$ cat src/rtl/cordic_uart_sequencer.sv
// Frame sequencer: UART bytes -> CORDIC angle word, CORDIC cos/sin result -> UART bytes.
// Define SEQ_CHECKSUM_EN to add an XOR checksum byte to both the RX and TX frames.
module cordic_uart_sequencer #(
    parameter int unsigned DATA_W         = 16,
    parameter int unsigned BYTE_TIMEOUT   = 1024,
    parameter int unsigned RESULT_TIMEOUT = 256
) (
    input  logic              clk_i,
    input  logic              rst_i,
    input  logic [7:0]        rx_data_i,
    input  logic              rx_valid_i,
    input  logic              rx_err_i,
    output logic [DATA_W-1:0] cordic_angle_o,
    output logic              cordic_valid_o,
    input  logic [DATA_W-1:0] cordic_cos_i,
    input  logic [DATA_W-1:0] cordic_sin_i,
    input  logic              cordic_valid_i,
    output logic [7:0]        tx_data_o,
    output logic              tx_valid_o,
    input  logic              tx_ready_i,
    output logic              busy_o,
    output logic              frame_err_o,
    output logic              drop_o
);

    localparam int unsigned NB = DATA_W / 8;
`ifdef SEQ_CHECKSUM_EN
    localparam int unsigned RX_BYTES = NB + 1;
    localparam int unsigned TX_BYTES = 2 * NB + 1;
`else
    localparam int unsigned RX_BYTES = NB;
    localparam int unsigned TX_BYTES = 2 * NB;
`endif
    localparam int unsigned IDX_W = $clog2(TX_BYTES + 1);
    localparam int unsigned T_MAX = (BYTE_TIMEOUT > RESULT_TIMEOUT) ? BYTE_TIMEOUT
                                                                     : RESULT_TIMEOUT;
    localparam int unsigned TMR_W = $clog2(T_MAX) + 1;

    localparam logic [IDX_W-1:0] RX_LAST  = IDX_W'(RX_BYTES - 1);
    localparam logic [IDX_W-1:0] TX_LAST  = IDX_W'(TX_BYTES - 1);
    localparam logic [TMR_W-1:0] BYTE_LIM = TMR_W'(BYTE_TIMEOUT - 1);
    localparam logic [TMR_W-1:0] RES_LIM  = TMR_W'(RESULT_TIMEOUT - 1);

    typedef enum logic [2:0] {
        StIdle,
        StRxCollect,
        StIssue,
        StWaitRes,
        StTxSend
    } state_e;

    state_e              state;
    logic [IDX_W-1:0]    index;
    logic [TMR_W-1:0]    timer;
    logic [TMR_W-1:0]    timer_inc;
    logic [DATA_W-1:0]   angle_buf;
    logic [DATA_W-1:0]   angle_ins;
    logic [2*DATA_W-1:0] res_sr;
    logic                rx_good;
    logic                rx_bad;
`ifdef SEQ_CHECKSUM_EN
    localparam logic [IDX_W-1:0] TX_CSUM = IDX_W'(TX_BYTES - 2);
    logic [7:0]          rx_csum;
    logic [7:0]          tx_csum;
`endif

    assign rx_good   = rx_valid_i & ~rx_err_i;
    assign rx_bad    = rx_valid_i & rx_err_i;
    assign timer_inc = (&timer) ? timer : timer + 1'b1;
    assign busy_o    = (state != StIdle);

    // Assembled word with the incoming byte placed at the current index (LSB first).
    always_comb begin
        angle_ins = angle_buf;
        for (int b = 0; b < int'(NB); b++) begin
            if (index == IDX_W'(b)) begin
                angle_ins[8*b +: 8] = rx_data_i;
            end
        end
    end

    always_ff @(posedge clk_i or posedge rst_i) begin
        if (rst_i) begin
            state          <= StIdle;
            index          <= '0;
            timer          <= '0;
            angle_buf      <= '0;
            res_sr         <= '0;
            cordic_angle_o <= '0;
            cordic_valid_o <= 1'b0;
            tx_data_o      <= '0;
            tx_valid_o     <= 1'b0;
            frame_err_o    <= 1'b0;
            drop_o         <= 1'b0;
`ifdef SEQ_CHECKSUM_EN
            rx_csum        <= '0;
            tx_csum        <= '0;
`endif
        end else begin
            frame_err_o <= 1'b0;
            drop_o      <= 1'b0;
            case (state)
                StIdle: begin
                    timer <= '0;
                    if (rx_good) begin
                        angle_buf <= angle_ins;
                        index     <= IDX_W'(1);
`ifdef SEQ_CHECKSUM_EN
                        rx_csum   <= rx_data_i;
`endif
                        if (RX_BYTES == 1) begin
                            cordic_angle_o <= angle_ins;
                            cordic_valid_o <= 1'b1;
                            state          <= StIssue;
                        end else begin
                            state <= StRxCollect;
                        end
                    end else if (rx_bad) begin
                        frame_err_o <= 1'b1;
                    end
                end

                StRxCollect: begin
                    if (rx_bad) begin
                        frame_err_o <= 1'b1;
                        angle_buf   <= '0;
                        index       <= '0;
                        timer       <= '0;
                        state       <= StIdle;
                    end else if (rx_good) begin
                        // A byte always restarts the timer, even on the expiry cycle.
                        timer <= '0;
`ifdef SEQ_CHECKSUM_EN
                        if (index == RX_LAST) begin
                            index <= '0;
                            if (rx_data_i == rx_csum) begin
                                cordic_angle_o <= angle_buf;
                                cordic_valid_o <= 1'b1;
                                state          <= StIssue;
                            end else begin
                                frame_err_o <= 1'b1;
                                angle_buf   <= '0;
                                state       <= StIdle;
                            end
                        end else begin
                            angle_buf <= angle_ins;
                            rx_csum   <= rx_csum ^ rx_data_i;
                            index     <= index + 1'b1;
                        end
`else
                        angle_buf <= angle_ins;
                        index     <= index + 1'b1;
                        if (index == RX_LAST) begin
                            cordic_angle_o <= angle_ins;
                            cordic_valid_o <= 1'b1;
                            state          <= StIssue;
                        end
`endif
                    end else if (timer == BYTE_LIM) begin
                        frame_err_o <= 1'b1;
                        angle_buf   <= '0;
                        index       <= '0;
                        timer       <= '0;
                        state       <= StIdle;
                    end else begin
                        timer <= timer_inc;
                    end
                end

                StIssue: begin
                    drop_o         <= rx_valid_i;
                    cordic_valid_o <= 1'b0;
                    index          <= '0;
                    timer          <= '0;
                    state          <= StWaitRes;
                end

                StWaitRes: begin
                    drop_o <= rx_valid_i;
                    if (cordic_valid_i) begin
                        res_sr     <= {cordic_sin_i, cordic_cos_i};
                        tx_data_o  <= cordic_cos_i[7:0];
                        tx_valid_o <= 1'b1;
                        index      <= '0;
                        timer      <= '0;
`ifdef SEQ_CHECKSUM_EN
                        tx_csum    <= '0;
`endif
                        state      <= StTxSend;
                    end else if (timer == RES_LIM) begin
                        frame_err_o <= 1'b1;
                        timer       <= '0;
                        state       <= StIdle;
                    end else begin
                        timer <= timer_inc;
                    end
                end

                StTxSend: begin
                    drop_o <= rx_valid_i;
                    if (tx_valid_o && tx_ready_i) begin
                        if (index == TX_LAST) begin
                            tx_valid_o <= 1'b0;
                            index      <= '0;
                            state      <= StIdle;
                        end else begin
                            index  <= index + 1'b1;
                            res_sr <= res_sr >> 8;
`ifdef SEQ_CHECKSUM_EN
                            tx_csum <= tx_csum ^ tx_data_o;
                            if (index == TX_CSUM) begin
                                tx_data_o <= tx_csum ^ tx_data_o;
                            end else begin
                                tx_data_o <= res_sr[15:8];
                            end
`else
                            tx_data_o <= res_sr[15:8];
`endif
                        end
                    end
                end

                default: begin
                    state <= StIdle;
                end
            endcase
        end
    end

endmodule

$ cat config.mk
export PLATFORM = sky130hd
export DESIGN_NAME = cordic_uart_sequencer
export DESIGN_NICKNAME = d
export VERILOG_FILES = /design/src/rtl/cordic_uart_sequencer.sv
export SDC_FILE = /design/constraint.sdc
export NUM_CORES = 1
export LEC_CHECK = 0
export CAP_MARGIN = 20
export CORE_ASPECT_RATIO = 0.6
export CORE_MARGIN = 2
export CORE_UTILIZATION = 26
export CTS_BUF_LIST = sky130_fd_sc_hd__clkbuf_8
export DETAILED_ROUTE_END_ITERATION = 10
export HOLD_SLACK_MARGIN = 0.12
export PLACE_DENSITY = 0.53
export SLEW_MARGIN = 30
export SYNTH_ARGS = -nofsm -noshare
export SYNTH_HDL_FRONTEND = slang
export SYNTH_SLANG_ARGS = --single-unit
$ cat constraint.sdc
create_clock -name clk_i -period 3.4 [get_ports clk_i]
set_clock_uncertainty 0.1 [all_clocks]
set_input_delay 0.51 -clock clk_i [delete_from_list [all_inputs] [get_ports clk_i]]
set_output_delay 0.51 -clock clk_i [all_outputs]
set_load 0.1 [all_outputs]
---- Yosys cells after proc, flatten, opt, wreduce, memory -nomap -nowiden ----
Cells that the tools add are included.
storage, ports and cells
  flip-flop bits (word level) ............. 93
  input bits .............................. 46
  word-level logic and storage cells ...... 110
cells by class
  reductions and logical operators ........ 19
  equal/unequal tests ..................... 19
  bitwise gates (word level) .............. 4
  mux-type cells .......................... 55
  add/sub/neg operators ................... 2
operator list
  operator                                                                  number
  32-bit two-way mux                                                        3
  11-bit two-way mux                                                        6
  16-bit two-way mux                                                        4
  32-bit one-hot mux with 2 select lines                                    1
  3-bit two-way mux                                                         14
  8-bit two-way mux                                                         5
  11-bit one-hot mux with 3 select lines                                    1
  16-bit one-hot mux with 2 select lines                                    1
  3-bit one-hot mux with 5 select lines                                     2
  2-bit != test (second input constant)                                     8
  8-bit one-hot mux with 2 select lines                                     1
  4-bit AND reduction                                                       4
  1-bit two-way mux                                                         14
  11-bit by 1-bit adder with 11-bit output (second input constant)          1
  11-bit by 10-bit equality test with 1-bit output (second input constant)  1
  11-bit by 8-bit equality test with 1-bit output (second input constant)   1
  11-bit AND reduction                                                      1
  3-bit by 2-bit equality test with 1-bit output (second input constant)    3
  4-bit != test (second input constant)                                     2
  3-bit by 1-bit equality test with 1-bit output (second input constant)    2
  3-bit zero test                                                           2
  6-bit AND reduction                                                       1
  2-bit nonzero test                                                        3
  3-bit nonzero test                                                        2
  13 further kinds                                                          16

---- Depth between registers and ports, before layout ----
Gate-level depths: netlist of the first run.
  depth after elaboration ................. 6
  mapped depth ............................ 8
  mapped depth without buffers ............ 6

---- Worst setup path after synthesis of the first run ----
OpenSTA, ideal clock, no wires.
  path type ............................... register to register
  start ................................... register state[0]
  end ..................................... register index[0]
  period minus slack after synthesis ...... 2.020 ns
  data required time ...................... 3.175 ns
  data arrival time ....................... 1.795 ns
  cell stages (with the launch flop) ...... 6
  setup slack ............................. 1.380 ns
  path buffers ............................ 1
  library setup time ...................... 0.125 ns
  cell sequence ........................... dfrtp_1 > buf_2 > inv_2 > nand2_1 > o221ai_1 > mux2_2
between the ends
  cells in the longest elaborated chain, start to end .. 3
ends and longest elaborated chain
  what                                                                    RTL line  text
  start: declaration                                                      52        state_e state;
  start signal: assignment                                                84        state <= StIdle;
  start signal: assignment                                                114       state <= StIssue;
  start signal: assignment                                                116       state <= StRxCollect;
  3-bit by 1-bit equality test with 1-bit output (tied with other cells)  102       case (state)
  4-bit != test (no source line) (tied with other cells)                  --
  5-bit AND reduction (no source line)                                    --
  end signal: assignment                                                  152       index <= index + 1'b1;
  end signal: assignment                                                  207       index <= index + 1'b1;
  end: declaration                                                        53        logic [IDX_W-1:0] index;
Parallel ways exist; a longest one is shown, timed or not.
A chain may end at the register's enable or synchronous reset.

---- Worst setup path after layout of the first run ----
  start ................................... register cordic_angle_o[7]
  end ..................................... output cordic_angle_o[7]
RTL lines
  what                      RTL line  text
  start: declaration        13        output logic [DATA_W-1:0] cordic_angle_o,
  start signal: assignment  112       cordic_angle_o <= angle_ins;
  start signal: assignment  154       cordic_angle_o <= angle_ins;
No word-level cell between the ends.

==> qor.yml, run 1 <==
fillers: 1400
final_cell_mix: "77 x dfrtp_1, 66 x clkdlybuf4s50_1, 45 x nand2_1"
path_max_fanout: 2
overflow: 0
core_area_sq_mm: 0.0139
worstSkewPairLatency_ps: 350
antenna_found_initial: 0
vias: 2826
max_freq_mhz: 392
synth_area_sq_mm: 0.00375
min_to: "res_sr[14]"
critPathBufInv: 1
crit_chain: "clkdlybuf4s50_1"
hold_start: "res_sr[14]"
synth_ff_type: "dfrtp_1"
endpoint_kind: "output pin"
m1WireLength_um: 5160
rows: 33
cts_buffer_depth: 2
reg2reg_to: "res_sr[31]"
cts.sink_count: 77
portBuffers: 74
rsz0062_at_grt: "false"
wl_um: 9400
syn_avg_cell_area_sq_um: 10.6
first_iter_violations: 96
rrSetupSlack_ps: 970
area_growth_pct: 29.2
async_flop_share: 1.00
period_minus_slack_ps: 2550
pin_count: 75
drive_above_1_share: 0.117
grt_pass1_vias: 2918
grt_max_degree: 57
start_kind: "flop"
finalNonFillerCells: 612
critPathTopFamily: "buffers and inverters"
r2r_start: "state[2]"
worstHoldPathCells: 2
cp.arrival_ps: 1940
maxSlewViolCount: 0
die_w_um: 159
finalHoldViolCount: 0
routedWlPerCell_um: 15.4
h-tree-depth: 3
pre_cts_slack_ps: 778
hpwl_um: 6780
clk_pin_slew_ps: 80
cts.repair.resized: 0
worstSetupPathType: "flop to output pin"
via_per_inst: 4.62
dieHeight_um: 97.1
reg2regPathDepth: 5
cts_tree: "yes"
power_density_mw_per_mm2: 990
cts_buffers: 9
final_nets: 467
outcome: "finished, final reports clean"
multi_input_area_sq_mm: 0.00161
ir_worst_vdd_mv: 0.775
gp_congestion: 0.821
p_total_w: 0.00480
groute.usage.overall: 0.128
layout_setup_ws_ps: 850
ys_warn_count: 0
leakage_nw: 2.11
setup_viol: 0
antenna_left: 0
tns_ps: 0
register_area_sq_mm: 0.00193
yosysSeqAreaShare: 0.513
min_path_type: "flop to flop"
antenna_cells: 0
grt_pass1_wl_um: 15600
syn_inst: 353
place_inst: 596
route.met2.wl_um: 3720
met3_length_um: 404
drv_cap: 0
post_cts_buffers: 0
cts-root-buf: "clkbuf_8"
syn_nets: 405
remaining_drc_errors: 0
worst_path_largest_cell_delay_ps: 1170
worst_pin_slew_ps: 990
relSlewSlack: 0.338
final_common_cell: "dfrtp_1"
critPathRequiredTime_ps: 2790
post-route-util: 0.350
critical_path.slowest_cell: "clkdlybuf4s50_1"
synth.distinct_cells: 49
die_area_sq_mm: 0.0154
dr.pass1.iters: 4
highest_layer: "met4"
synth-edff-count: 0
ys_ff_latch: 77
cts_hold_buf: 0
initial_utilization: 0.271
final.period_utilization: 0.750
cells by family after synthesis:
| kind of cell | Yosys count | share of synthesized area |
|---|---|---|
| AO/OA/AOI/OAI | 77 | 0.132 |
| XOR/XNOR | 4 | 0.00934 |
| adder cells (fa/ha/maj) | 6 | 0.0200 |
| buffers and inverters | 39 | 0.0593 |
| flip-flops | 77 | 0.513 |
| multiplexers | 45 | 0.126 |
| AND/OR/NAND/NOR | 105 | 0.140 |
synth_stat cells (2+ instances only):
master / number / share of area
buf_6: 3 / 0.0090
nor2b_1: 2 / 0.0033
dfrtp_1: 77 / 0.51
nand2_1: 45 / 0.045
a31oi_1: 5 / 0.0083
a21o_1: 4 / 0.0080
xor2_1: 3 / 0.0070
o21ai_1: 7 / 0.0093
inv_1: 10 / 0.010
a22o_1: 18 / 0.042
o21ai_0: 33 / 0.044
buf_2: 10 / 0.013
buf_4: 11 / 0.022
ha_1: 6 / 0.020
mux2_4: 2 / 0.0080
mux2_2: 9 / 0.027
or3_1: 2 / 0.0033
clkbuf_1: 3 / 0.0030
and4b_1: 2 / 0.0053
nor3_1: 5 / 0.0067
nand4_1: 6 / 0.010
and3_1: 5 / 0.0083
mux2i_1: 34 / 0.091
nor2_1: 16 / 0.016
nand3_1: 10 / 0.013
a21oi_1: 2 / 0.0027
metrics by stage:
stage | area, sq um | hold slack, ps
after detailed placement | 4590 | 370
final | 4850 | 384
after CTS | 4850 | 388
after global routing | 4850 | 406
after global placement | 4590 | 362
after floorplan | 3750 | 350
registers in the layout, summed over array words and instances, names as in the netlist:
name and cells:
res_sr 25, cordic_angle_o 16, timer 11, angle_buf 8
tx_data_o 7, index 3, state 3, cordic_valid_o 1
drop_o 1, frame_err_o 1, tx_valid_o 1
where the power goes:
| part | internal (W) | leakage [nW] | total, W | switching, W |
|---|---|---|---|---|
| Clock | 0.000546 | 0.134 | 0.000883 | 0.000337 |
| Combinational | 0.000696 | 0.982 | 0.00242 | 0.00172 |
| Sequential | 0.00125 | 0.993 | 0.00151 | 0.000259 |
| Total | 0.00249 | 2.11 | 0.00480 | 0.00232 |
layer usage:
metal,up-vias,global-route usage
met5,-,0
met4,0,0.0343
met3,10,0.0380
met2,63,0.171
met1,1382,0.196
li1,1371,-
how the worst max path moves through the flow:
| stage | startpoint | end | slack, ps | depth (start not counted) |
|---|---|---|---|---|
| final | cordic_angle_o[7] | cordic_angle_o[7] | 850 | 1 |
| after global routing | cordic_angle_o[7] | cordic_angle_o[7] | 820 | 1 |
| after CTS | cordic_angle_o[7] | cordic_angle_o[7] | 850 | 1 |
| after detailed placement | rx_err_i | cordic_angle_o[8] | 780 | 4 |
| after global placement | rx_err_i | cordic_angle_o[8] | 820 | 4 |
| after floorplan | rst_i | angle_buf[0] | 820 | 1 |
final cells by class:
type                            instances  share of cell area
Inverter                               11             0.00877
Clock inverter                          4              0.0193
Clock buffer                           12              0.0340
Sequential cell                        77               0.397
Multi-Input combinational cell        237               0.332
Timing Repair Buffer                   79               0.159
Tap cell                              192              0.0495
No activity file was read; power rests on OpenSTA's default activity.
==> run 2, diff against run 1 <==
==> constraint.sdc (replaced) <==
create_clock -name clk_i -period 2.6 [get_ports clk_i]
set_clock_uncertainty 0.1 [all_clocks]
set_input_delay 0.39 -clock clk_i [delete_from_list [all_inputs] [get_ports clk_i]]
set_output_delay 0.39 -clock clk_i [all_outputs]
set_load 0.1 [all_outputs]
==> qor.yml, run 2 (synthesized netlist as in run 1, its figures left out) <==
setup_viol: 0
groute.usage.overall: 0.124
period_minus_slack_ps: 2110
antenna_left: 0
path_depth: 6
final.period_utilization: 0.810
cts_buffer_depth: 2
largest_register_ffs: 25
final_common_cell: "dfrtp_1"
fin_area_sq_mm: 0.00474
placed_area_sq_mm: 0.00457
first_iter_violations: 133
finalHoldViolCount: 0
gp_congestion: 0.815
cts_hold_buf: 0
rsz0062_at_grt: "false"
p_int_w: 0.00291
crit_chain: "ha_1 -> and2_1 -> nand4_1 -> nand3b_1 -> nand3_2 -> a22o_1"
drive_above_1_share: 0.164
overflow: 0
antenna_cells: 0
final_nets: 469
routedWlPerCell_um: 14.8
h-tree-depth: 3
die_area_sq_mm: 0.0154
core_area_sq_mm: 0.0139
regMostFlops: "res_sr"
p_seq_frac: 0.334
worst_pin_slew_ps: 742
critPathRequiredTime_ps: 2730
hold_ws_ps: 335
tns_ps: 0
worstSetupPathType: "flop to flop"
critPathTopFamily: "simple AND/OR/NAND/NOR gates"
remaining_drc_errors: 0
wl_um: 9050
critical_path.slowest_cell: "dfrtp_1"
area_growth_pct: 26.4
worst_path_largest_cell_delay_ps: 430
cts_buffers: 9
place_inst: 598
initial_utilization: 0.271
cts-root-buf: "clkbuf_8"
grt_pass1_wl_um: 15100
p_sw_w: 0.00299
relSlewSlack: 0.504
outcome: "finished, final reports clean"
grt_pass1_vias: 2783
start_kind: "flop"
via_per_inst: 4.46
die_w_um: 159
finalNonFillerCells: 613
clockPowerShare: 0.141
maxSlewViolCount: 0
switching_share: 0.507
final_cell_mix: "77 x dfrtp_1, 45 x nand2_1, 45 x clkdlybuf4s50_1"
dr.pass1.iters: 4
rows: 33
pwr-share-comb: 0.525
antenna_found_initial: 0
pre_cts_slack_ps: 362
cp.arrival_ps: 2240
critPathBufInv: 0
hpwl_um: 6470
path_max_fanout: 8
dieHeight_um: 97.1
min_path_type: "input pin to asynchronous set/reset pin"
portBuffers: 74
reg2regPathDepth: 6
drv_cap: 0
clk_pin_slew_ps: 70
cts.repair.resized: 0
reg_top3: "res_sr: 25 flops, cordic_angle_o: 16 flops, timer: 11 flops"
power_density_mw_per_mm2: 1240
endpoint_kind: "flop"
cts.sink_count: 77
max_freq_mhz: 475
leakage_nw: 2.12
post_cts_buffers: 0
vias: 2733
fillers: 1433
layout_setup_ws_ps: 494
cts_tree: "yes"
pin_count: 75
grt_max_degree: 78
worstSkewPairLatency_ps: 350
ir_worst_vdd_mv: 0.940
## run 2: changes by cell type in the layout (fill, tap and decap cells not counted), sizes merged
cell           delta
bufinv            -3
clkdlybuf4s50    -21
clkinv            +1
buf              +23
inv               +1
## run 2: cell type report
type | instances | area (sq um) | area share
clock buffer | 12 | 165 | 0.0348
clock inverter | 3 | 12.5 | 0.00264
inverter | 11 | 42.5 | 0.00897
multi-input combinational | 237 | 1610 | 0.339
sequential | 77 | 1930 | 0.406
tap | 192 | 240 | 0.0506
timing repair buffer | 81 | 746 | 0.157
## run 2: path summary, 6_finish.rpt
check                             start           end  slack [ps]
max                            timer[0]  angle_buf[3]         490
min                               rst_i    res_sr[31]         330
max reg2reg                    timer[0]  angle_buf[3]         490
min reg2reg                tx_data_o[3]  tx_data_o[3]         380
max in group asynchronous         rst_i    res_sr[22]        1730
min in group clk_i         tx_data_o[3]  tx_data_o[3]         380
## run 2: routing by layer
metal,routed length [um],up-vias,track usage
met5,0,-,0
met4,48,0,0.0357
met3,425,4,0.0367
met2,3490,73,0.158
met1,5090,1282,0.197
li1,-,1374,-
## run 2: worst register-to-register path: cells and delay by family (launching register included)
family                   cells  cell delay [ps]
AND/OR/NAND/NOR              4              850
flip-flops                   1              430
adder cells (fa/ha/maj)      1              310
AO/OA/AOI/OAI                1              310
## run 2: power by group through the flow
stage                     registers [W]  clock network (W)  logic [W]
final                           0.00197           0.000833    0.00309
after global routing            0.00203           0.000937    0.00329
after CTS                       0.00197           0.000873    0.00312
after detailed placement        0.00199                  0    0.00312
after global placement          0.00198                  0    0.00309
after floorplan                 0.00285                  0    0.00159
## run 2: metrics by stage
stage,utilization,total power (W)
3_5_place_dp,0.329,0.00510
2_1_floorplan,-,0.00444
5_1_grt,0.342,0.00626
3_3_place_gp,0.329,0.00506
4_1_cts,0.342,0.00596
6_report,0.342,0.00590
==> run 3, diff against run 2 <==
--- a/config.mk
+++ b/config.mk
@@ -12,7 +12,7 @@
 export CTS_BUF_LIST = sky130_fd_sc_hd__clkbuf_8
 export DETAILED_ROUTE_END_ITERATION = 10
 export HOLD_SLACK_MARGIN = 0.12
-export PLACE_DENSITY = 0.53
+export PLACE_DENSITY = 0.55
 export SLEW_MARGIN = 30
 export SYNTH_ARGS = -nofsm -noshare
 export SYNTH_HDL_FRONTEND = slang
==> constraint.sdc (replaced) <==
create_clock -name clk_i -period 1.9 [get_ports clk_i]
set_clock_uncertainty 0.1 [all_clocks]
set_input_delay 0.285 -clock clk_i [delete_from_list [all_inputs] [get_ports clk_i]]
set_output_delay 0.285 -clock clk_i [all_outputs]
set_load 0.1 [all_outputs]
==> qor.yml, run 3 (synthesized netlist as in run 1, its figures left out) <==
outcome: "finished, final reports clean"
drive_above_1_share: 0.240
r2r_start: "index[0]"
final.period_utilization: 0.963
clockPowerShare: 0.159
final_common_cell: "dfrtp_1"
final_cell_mix: "75 x dfrtp_1, 50 x buf_4, 45 x clkdlybuf4s50_1"
path_max_fanout: 26
min_path_type: "input pin to asynchronous set/reset pin"
grt_pass1_wl_um: 15300
h-tree-depth: 3
maxSlewViolCount: 0
rows: 33
switching_share: 0.482
max_freq_mhz: 546
layout_setup_ws_ps: 70.0
p_total_w: 0.00887
rrSetupSlack_ps: 70
hold_ws_ps: 170
die_area_sq_mm: 0.0154
p_seq_frac: 0.301
portBuffers: 74
wl_um: 9240
final_nets: 498
area_growth_pct: 38.9
cts.sink_count: 77
hpwl_um: 6850
rsz0062_at_grt: "false"
leakage_nw: 2.33
first_iter_violations: 203
critPathTopFamily: "simple AND/OR/NAND/NOR gates"
finalHoldViolCount: 0
clk_pin_slew_ps: 90
worstSkewPairLatency_ps: 350
reg2regPathDepth: 5
ir_worst_vdd_mv: 0.821
cp.arrival_ps: 1970
worst_path_largest_cell_delay_ps: 460
largest_register_ffs: 25
worst_pin_slew_ps: 437
drv_cap: 0
cts-root-buf: "clkbuf_8"
setup_viol: 0
cts_tree: "yes"
cts_buffers: 9
crit_chain: "ha_1 -> nand2_1 -> or3_4 -> buf_12 -> mux2_4"
antenna_cells: 0
p_int_w: 0.00459
reg2reg_to: "cordic_angle_o[9]"
critPathRequiredTime_ps: 2040
dieHeight_um: 97.1
grt_pass1_vias: 2967
dr.pass1.iters: 4
core_area_sq_mm: 0.0139
remaining_drc_errors: 0
antenna_found_initial: 0
reg_top3: "res_sr: 25 flops, cordic_angle_o: 16 flops, timer: 11 flops"
overflow: 0
pwr-share-comb: 0.540
gp_congestion: 0.817
die_w_um: 159
relSlewSlack: 0.708
vias: 2929
p_sw_w: 0.00428
pin_count: 75
groute.usage.overall: 0.125
antenna_left: 0
cts_buffer_depth: 2
pre_cts_slack_ps: -141
endpoint_kind: "flop"
period_minus_slack_ps: 1830
cts_hold_buf: 0
initial_utilization: 0.271
power_density_mw_per_mm2: 1700
start_kind: "flop"
via_per_inst: 4.56
critical_path.slowest_cell: "dfrtp_1"
critPathBufInv: 1
worstSetupPathType: "flop to flop"
grt_max_degree: 57
routedWlPerCell_um: 14.4
regMostFlops: "res_sr"
-- run 3: cell count changes in the layout (fill, tap and decap cells not counted), sizes merged --
cell and change:
buf +29, bufinv +2, clkinvlp +2, inv +1, clkinv -2, clkbuf -3
-- run 3: power by group through the flow --
| stage | clock (W) | sequential, W | combinational (W) |
|---|---|---|---|
| floorplan | 0 | 0.00390 | 0.00218 |
| detailed placement | 0 | 0.00270 | 0.00473 |
| global route | 0.00154 | 0.00275 | 0.00506 |
| finish | 0.00141 | 0.00267 | 0.00479 |
| CTS | 0.00146 | 0.00267 | 0.00476 |
| global placement | 0 | 0.00267 | 0.00467 |
-- run 3: what timing repair did --
item / in CTS / in global routing
gates cloned: 0 / 0
endpoints found under the setup margin: 8 / 54
buffers inserted: 1 / 2
gates resized for setup: 1 / 9
hold endpoints to repair: 0 / 0
pin swaps: 1 / 2
-- run 3: worst max path at each step --
stage          startpoint                 to  depth (start not counted)
4_1_cts          timer[1]       angle_buf[5]                          6
5_1_grt          index[1]  cordic_angle_o[9]                          6
6_report         index[0]  cordic_angle_o[9]                          5
3_5_place_dp     rx_err_i  cordic_angle_o[9]                          5
2_1_floorplan    timer[0]           index[0]                          6
3_3_place_gp     rx_err_i  cordic_angle_o[8]                          5
-- run 3: layer usage --
metal / global-route usage / wire length (um)
met3: 0.0384 / 370
met2: 0.181 / 3970
met1: 0.178 / 4760
met5: 0 / 0
met4: 0.0413 / 144
-- run 3: cell type report --
type | instances | area [sq um]
Multi-Input combinational cell | 237 | 1650
Sequential cell | 77 | 1930
Timing Repair Buffer | 110 | 1130
Clock buffer | 9 | 124
Tap cell | 192 | 240
Fill cell | 1402 | 8660
Clock inverter | 6 | 93.8
Inverter | 11 | 45.0
-- run 3: per-stage QoR --
| step | TNS [ps] | util | instances | area (sq um) |
|---|---|---|---|---|
| floorplan | 0 | - | 353 | 3760 |
| finish | 0 | 0.376 | 642 | 5210 |
| global route | 0 | 0.376 | 642 | 5210 |
| CTS | 0 | 0.372 | 640 | 5160 |
| detailed placement | -5440 | 0.355 | 624 | 4930 |
| global placement | -4260 | 0.355 | 624 | 4930 |
